`src/rtl/counter4_pkg.sv`:
```
// Shared definitions for the down-counter: state encoding and default width.
package counter4_pkg;

  localparam int unsigned DEFAULT_WIDTH = 4;

  typedef enum logic [1:0] {
    IDLE = 2'd0,
    RUN  = 2'd1,
    DONE = 2'd2
  } state_t;

endpackage : counter4_pkg

```
`src/rtl/counter4_down.sv`:
```
// Loadable down-counter with expiry pulse, stop-at-zero and optional auto-reload.
module counter4_down
  import counter4_pkg::*;
#(
  parameter int unsigned WIDTH = DEFAULT_WIDTH
) (
  input  logic             clk,
  input  logic             rst,
  input  logic             clr,
  input  logic             load,
  input  logic [WIDTH-1:0] load_val,
  input  logic             en,
  input  logic             auto_reload,
  output logic [WIDTH-1:0] count,
  output logic             busy,
  output logic             tc,
  output logic             done
);

  state_t           state, state_nxt;
  logic [WIDTH-1:0] count_nxt;
  logic [WIDTH-1:0] cap, cap_nxt;
  logic             tc_nxt;

  // State, count, captured reload value and tc registers.
  always_ff @(posedge clk or posedge rst) begin
    if (rst) begin
      state <= IDLE;
      count <= '0;
      cap   <= '0;
      tc    <= 1'b0;
    end else begin
      state <= state_nxt;
      count <= count_nxt;
      cap   <= cap_nxt;
      tc    <= tc_nxt;
    end
  end

  // Next-state logic: clr beats load, load beats counting; tc only on a real expiry.
  always_comb begin
    state_nxt = state;
    count_nxt = count;
    cap_nxt   = cap;
    tc_nxt    = 1'b0;
    if (clr) begin
      state_nxt = IDLE;
      count_nxt = '0;
    end else if (load) begin
      cap_nxt   = load_val;
      count_nxt = load_val;
      state_nxt = (load_val != '0) ? RUN : IDLE;
    end else begin
      case (state)
        RUN: begin
          if (en) begin
            if (count > WIDTH'(1)) begin
              count_nxt = count - WIDTH'(1);
            end else if (count == WIDTH'(1)) begin
              tc_nxt = 1'b1;
              if (auto_reload) begin
                count_nxt = cap;
              end else begin
                count_nxt = '0;
                state_nxt = DONE;
              end
            end
          end
        end
        IDLE, DONE: begin
          count_nxt = '0;
        end
        default: begin
          state_nxt = IDLE;
          count_nxt = '0;
        end
      endcase
    end
  end

  // Status flags are pure decodes of the state register.
  assign busy = (state == RUN);
  assign done = (state == DONE);

endmodule : counter4_down

```
`config.mk`:
```
export PLATFORM = sky130hd
export DESIGN_NAME = counter4_down
export DESIGN_NICKNAME = d
export VERILOG_FILES = /design/src/rtl/counter4_pkg.sv /design/src/rtl/counter4_down.sv
export SDC_FILE = /design/constraint.sdc
export NUM_CORES = 1
export LEC_CHECK = 0
export CAP_MARGIN = 20
export CORE_MARGIN = 3
export CORE_UTILIZATION = 45
export CTS_BUF_LIST = sky130_fd_sc_hd__clkbuf_8
export DETAILED_ROUTE_END_ITERATION = 8
export PLACE_DENSITY = 0.82
export SLEW_MARGIN = 10
export SYNTH_ARGS = -nofsm -noshare
export SYNTH_HDL_FRONTEND = slang
export SYNTH_SLANG_ARGS = --single-unit
```
`constraint.sdc`:
```
create_clock -name clk -period 2.3 [get_ports clk]
set_clock_uncertainty 0.05 [all_clocks]
set_input_delay 0.46 -clock clk [delete_from_list [all_inputs] [get_ports clk]]
set_output_delay 0.46 -clock clk [all_outputs]
set_load 0.01 [all_outputs]
```
==> results by group, run 1 <==
Clocking
  – CTS tree: yes
  – Root Buffer: clkbuf_8
  – Worst-case clock buffer depth: 2
  – TritonCTS buffer count: 3
  – TritonCTS Sinks: 11
  – Clk pin slew, worst setup/hold paths: 0.05 ns
  – Clk_lat worst skew: 0.24 ns
  – Post-CTS Resized: 0
  – Post-CTS setup buffers: 0
  – Hold Buf Count CTS: 0
  – CTS H-tree lvls: 1

Timing
  – Final hold vios: 0
  – Final setup viols: 0
  – RSZ-0062 raised after global routing: no
  – Fin crit period: 2.009 ns
  – TNS Setup: 0 ns
  – Slew Viols, Final: 0
  – Final worst-path cycle share: 87.35%
  – FMAX: 497.8 MHz
  – Slew @ Worst Pin: 0.4728 ns
  – Rel. slew slack: 68.48%

Worst setup path
  – WP buf/inv: 1
  – Register-to-register setup slack: 0.56 ns
  – Worst R2R End: count[3]$_DFFE_PP0P_
  – Worst path slowest cell: dfrtp_1
  – CP max FO: 10
  – CP Capture Type: output port
  – Critical path data required time: 1.79 ns
  – Reg2Reg Depth: 6
  – CP max stage delay: 0.63 ns
  – Top Family by Delay on Critical Path: flip-flops
  – R2R Path Start: count[0]$_DFFE_PP0P_
  – Worst-path cell chain: clkdlybuf4s50_1
  – Stages on the worst setup path: 1
  – CP endpoint: count[2]
  – Crit path kind: reg -> out
  – Crit path arrival time: 1.50 ns
  – Critical Path Source Type: flip-flop
  – Crit path launch: count[2]$_DFFE_PP0P_

Global route
  – Largest net degree at the start of global routing: 12
  – Initial antenna violation count: 0
  – Vias in the first global route: 574
  – Total congestion overflow: 0
  – Global Route Usage Sum: 17.23%
  – Global-route wire length before repair: 2.504 mm

Finish
  – Sequential cell area: 275.3 um2
  – Nets: 104
  – Share of layout cells above drive strength 1: 12.09%
  – Most frequent cells in the layout: nand2_1, clkdlybuf4s50_1, dfrtp_1
  – ANT cells: 0
  – Area grow syn2layout: 29.66%
  – Non-Filler Instances: 106
  – Multi-input gate area: 382.9 um2
  – Layout fillers: 120

Drt
  – Drt initial violations: 17
  – Iteration count of the initial detailed-routing pass: 4
  – Number of vias in the routed layout: 605
  – WL final: 1.474 mm
  – Drt wl/cell: 13.91 um
  – Vias per cell: 5.708
  – Post-route ant nets: 0
  – DR DRC count: 0

Logic synthesis
  – EDFF count, synth: 0
  – Synth Warn #: 0
  – Ys flop type: dfrtp_1
  – Syn Nets: 85
  – Netlist cell types: 30
  – Fraction of registers with async set or reset after synthesis: 100.0%
  – Avg Inst Size Synth: 9.478 um2
  – Synth Register Bits: 11
  – Cells after synthesis: 73
  – Seq/Total Area, Yosys: 39.78%
  – Synthesized area: 691.9 um2

Placement
  – DPL Wire Length: 1.152 mm
  – PortBufs: 16
  – Cells after DPL: 102
  – GP Congestion: 0.8353

Die
  – Core area: 0.001366 mm2
  – Initial Util: 50.64%
  – Row Count: 13
  – Die Area: 0.002044 mm2
  – Die Height: 45.21 um
  – Die Span X: 45.21 um
  – I/O pin count: 17

Flow run
  – MaxCap Viol Count: 0

Worst hold path
  – Hold crit path type: reg -> reg

Pwr
  – PD cells: 623.9 mW/mm2
  – Pwr Total: 559.7 uW
  – P_leak: 0.3981 nW
  – Max VDD drop: 0.3026 mV

Status
  – Status: complete, no violations
==> power breakdown <==
part	internal, mW	leakage (nW)	total [mW]	switching, mW
Combinational	0.0728	0.228	0.137	0.0638
Sequential	0.211	0.143	0.236	0.0250
Clock	0.117	0.0269	0.187	0.0705
==> worst reg2reg max path, delay by kind of cell, from the launching register on <==
| kind | cells | cell delay (ns) |
|---|---|---|
| buf+inv | 1 | 0.07 |
| compound gates | 2 | 0.31 |
| simple gates | 2 | 0.45 |
| fa+ha+maj | 1 | 0.25 |
| flops | 1 | 0.47 |
==> flip-flops by register name (all words and copies together), names as in the netlist <==
name,cells
state,2
tc,1
cap,4
count,4
==> area by class of cell <==
cell class / count / share of cell area (%)
multi-input cells: 56 / 42.68
flip-flops and latches: 11 / 30.68
repair buffers: 16 / 17.85
clock buffers: 3 / 4.603
well taps: 15 / 2.092
inverters: 4 / 1.674
clock inverters: 1 / 0.4184
==> kinds of logic (layout without fill, tap and decap cells) <==
logic type               count (synthesis)  after routing  share of synthesized area [%]
AND/OR/NAND/NOR                         39             39                          36.35
flip-flops                              11             11                          39.78
buffers and inverters                    6             24                          4.882
adder cells (fa/ha/maj)                  2              2                          3.616
AO/OA/AOI/OAI                           14             14                          14.10
XOR/XNOR                                 1              1                          1.266
==> stage by stage <==
stage	hold WS (ns)	setup slack, ns	cell area (um2)	util (%)
after global placement	0.4103	0.4371	852.1	62.36
after floorplan	0.2624	0.6550	691.9	-
after CTS	0.4228	0.2738	897.1	65.66
final	0.4250	0.2910	897.1	65.66
after global routing	0.4442	0.2103	897.1	65.66
after detailed placement	0.4106	0.4028	852.1	62.36
==> Yosys cell counts (all sizes together) (3+ instances only) <==
cell | instances | share of area, %
o21ai | 3 | 2.7
dfrtp | 11 | 40
nor2b | 4 | 4.0
a21oi | 3 | 2.2
a31oi | 3 | 2.7
nor4 | 3 | 2.7
inv | 4 | 2.2
nor3 | 3 | 3.8
nand2 | 16 | 8.7
nor2 | 5 | 3.8
==> layer usage <==
layer  up-vias  GRT usage [%]  part of all wire (%)
met2        24          24.29                    44
met4         0          9.942                   2.1
met3         6          3.586                   7.5
met5         -              0                     0
li1        296              -                     -
met1       279          24.13                    46
==> worst min path at each step <==
stage,slack (ns),cells past startpoint,startpoint,end
after CTS,0.42,2,cap[1]$_DFFE_PP0P_,cap[1]$_DFFE_PP0P_
after floorplan,0.26,1,rst,cap[0]$_DFFE_PP0P_
after global placement,0.41,2,cap[0]$_DFFE_PP0P_,cap[0]$_DFFE_PP0P_
final,0.43,2,cap[1]$_DFFE_PP0P_,cap[1]$_DFFE_PP0P_
after detailed placement,0.41,2,cap[1]$_DFFE_PP0P_,cap[1]$_DFFE_PP0P_
after global routing,0.44,2,cap[1]$_DFFE_PP0P_,cap[1]$_DFFE_PP0P_
No activity file was read; power rests on OpenSTA's default activity.
==> run 2, diff against run 1 <==
CTS_CLUSTER_DIAMETER = 50   (was not set)
==> results of run 2 <==
The final DEF is identical to that of run 1; final timing and power are the same.
==> run 3, diff against run 2 <==
CAP_MARGIN = not set   (was 20)
CORE_UTILIZATION = 50   (was 45)
PLACE_DENSITY = 0.89   (was 0.82)
==> results by group, run 3 (synthesized netlist as in run 1, its figures left out) <==
Status
  – Status: complete, no violations (unchanged)

Clocking
  – Worst-case clock buffer depth: 2 (unchanged)
  – Hold Buf Count CTS: 0 (unchanged)
  – Post-CTS Resized: 0 (unchanged)
  – TritonCTS buffer count: 3 (unchanged)
  – CTS tree: yes (unchanged)
  – Clk_lat worst skew: 0.23 ns (was 0.24 ns)
  – Root Buffer: clkbuf_8 (unchanged)
  – CTS H-tree lvls: 1 (unchanged)
  – Post-CTS setup buffers: 0 (unchanged)
  – Clk pin slew, worst setup/hold paths: 0.05 ns (about the same)
  – TritonCTS Sinks: 11 (unchanged)

Pwr
  – Pwr Total: 557.2 uW (was 559.7 uW)
  – P_leak: 0.3981 nW (unchanged)
  – Max VDD drop: 0.4258 mV (was 0.3026 mV)
  – PD cells: 622.0 mW/mm2 (was 623.9 mW/mm2)

Worst setup path
  – Crit path arrival time: 1.49 ns (was 1.50 ns)
  – Top Family by Delay on Critical Path: flip-flops (unchanged)
  – Critical path data required time: 1.79 ns (about the same)
  – CP max stage delay: 0.63 ns (about the same)
  – Stages on the worst setup path: 1 (unchanged)
  – WP buf/inv: 1 (unchanged)
  – CP Capture Type: output port (unchanged)
  – Critical Path Source Type: flip-flop (unchanged)
  – Worst-path cell chain: clkdlybuf4s50_1 (unchanged)
  – Crit path kind: reg -> out (unchanged)
  – Worst path slowest cell: dfrtp_1 (unchanged)
  – CP max FO: 10 (unchanged)
  – Reg2Reg Depth: 6 (unchanged)

Timing
  – RSZ-0062 raised after global routing: no (unchanged)
  – Rel. slew slack: 68.64% (was 68.48%)
  – TNS Setup: 0 ns (unchanged)
  – Slew @ Worst Pin: 0.4703 ns (was 0.4728 ns)
  – Slew Viols, Final: 0 (unchanged)
  – Final setup viols: 0 (unchanged)
  – Final worst-path cycle share: 86.88% (was 87.35%)
  – FMAX: 500.4 MHz (was 497.8 MHz)
  – Final hold vios: 0 (unchanged)
  – Fin crit period: 1.998 ns (was 2.009 ns)
  – Post-route setup slack: 0.3017 ns (was 0.2910 ns)

Global route
  – Initial antenna violation count: 0 (unchanged)
  – Met1 Use GR: 23.18% (was 24.13%)
  – Total congestion overflow: 0 (unchanged)
  – Global Route Usage Sum: 17.40% (was 17.23%)
  – Vias in the first global route: 551 (was 574)
  – Largest net degree at the start of global routing: 12 (unchanged)
  – Global-route wire length before repair: 2.470 mm (was 2.504 mm)
  – Met2 Resource Use GR: 28.02% (was 24.29%)
  – Global-route met3 utilization: 2.542% (was 3.586%)
  – Top Usage Layer GRT: met2 (unchanged)

Worst hold path
  – Hold crit path type: reg -> reg (unchanged)
  – Hold Path Cell Cnt: 2 (unchanged)

Placement
  – PortBufs: 16 (unchanged)
  – DP Worst Slack: 0.3773 ns (was 0.4028 ns)
  – DPL Wire Length: 1.087 mm (was 1.152 mm)
  – GP Congestion: 0.8501 (was 0.8353)

Finish
  – ANT cells: 0 (unchanged)
  – Area grow syn2layout: 29.48% (was 29.66%)
  – Nets: 104 (unchanged)
  – Regs by FF count: cap: 4 flops, count: 4 flops, state: 2 flops (unchanged)
  – Share of layout cells above drive strength 1: 12.09% (unchanged)
  – Most frequent cells in the layout: nand2_1, clkdlybuf4s50_1, dfrtp_1 (unchanged)

Die
  – Die Span X: 43.20 um (was 45.21 um)
  – Initial Util: 57.60% (was 50.64%)
  – Core area: 0.001201 mm2 (was 0.001366 mm2)
  – Die Area: 0.001866 mm2 (was 0.002044 mm2)
  – Die Height: 43.20 um (was 45.21 um)
  – I/O pin count: 17 (unchanged)
  – Row Count: 12 (was 13)

Drt
  – Drt wl/cell: 13.92 um (was 13.91 um)
  – DR DRC count: 0 (unchanged)
  – WL final: 1.462 mm (was 1.474 mm)
  – Post-route ant nets: 0 (unchanged)
  – Drt initial violations: 25 (was 17)
  – Number of vias in the routed layout: 610 (was 605)
  – Vias per cell: 5.810 (was 5.708)
  – Iteration count of the initial detailed-routing pass: 4 (unchanged)

Flow run
  – MaxCap Viol Count: 0 (unchanged)
run 3: cell counts in the layout (fill, tap and decap cells not counted):
Identical to the previous run, type by type.
run 3: layout make-up:
class,instances,area [um2]
clock buffers,3,41.29
multi-input cells,56,382.9
repair buffers,16,160.2
flip-flops and latches,11,275.3
well taps,14,17.52
clock inverters,1,3.754
fillers,92,305.3
inverters,4,15.01
run 3: final timing paths:
path | from | endpoint | slack, ns
worst max register to register | count[0]$_DFFE_PP0P_ | count[3]$_DFFE_PP0P_ | 0.55
worst max-delay path | count[2]$_DFFE_PP0P_ | count[2] | 0.30
worst min-delay path | cap[1]$_DFFE_PP0P_ | cap[1]$_DFFE_PP0P_ | 0.43
max in group asynchronous | rst | count[1]$_DFFE_PP0P_ | 1.43
min in group asynchronous | rst | cap[1]$_DFFE_PP0P_ | 0.48
worst min register to register | cap[1]$_DFFE_PP0P_ | cap[1]$_DFFE_PP0P_ | 0.43
run 3: per-layer routing:
layer | vias to the layer above | part of all wire [%] | routed length [um]
li1 | 297 | - | -
met5 | - | 0 | 0
met2 | 33 | 45 | 664
met1 | 275 | 47 | 681
met3 | 5 | 6.4 | 94
met4 | 0 | 1.5 | 22
run 3: power breakdown:
part	total, mW	switching [mW]	leakage (nW)	internal (mW)
sequential	0.235	0.0243	0.143	0.211
combinational	0.139	0.0664	0.228	0.0730
clock	0.183	0.0662	0.0269	0.117
run 3: per-stage QoR:
step | cell area (um2) | util, % | hold WS (ns) | std cells
6_report | 895.9 | 74.58 | 0.4250 | 105
3_5_place_dp | 850.8 | 70.83 | 0.4125 | 101
3_3_place_gp | 850.8 | 70.83 | 0.4096 | 101
4_1_cts | 895.9 | 74.58 | 0.4243 | 105
5_1_grt | 895.9 | 74.58 | 0.4653 | 105
2_1_floorplan | 691.9 | - | 0.2624 | 73
run 3: worst reg2reg max path, stage by stage, from the launching register on:
cell and delay (ns):
dfrtp_1 0.46, inv_1 0.07, ha_1 0.26, or2_4 0.30
and2_1 0.16, o211ai_1 0.20, a31oi_1 0.12
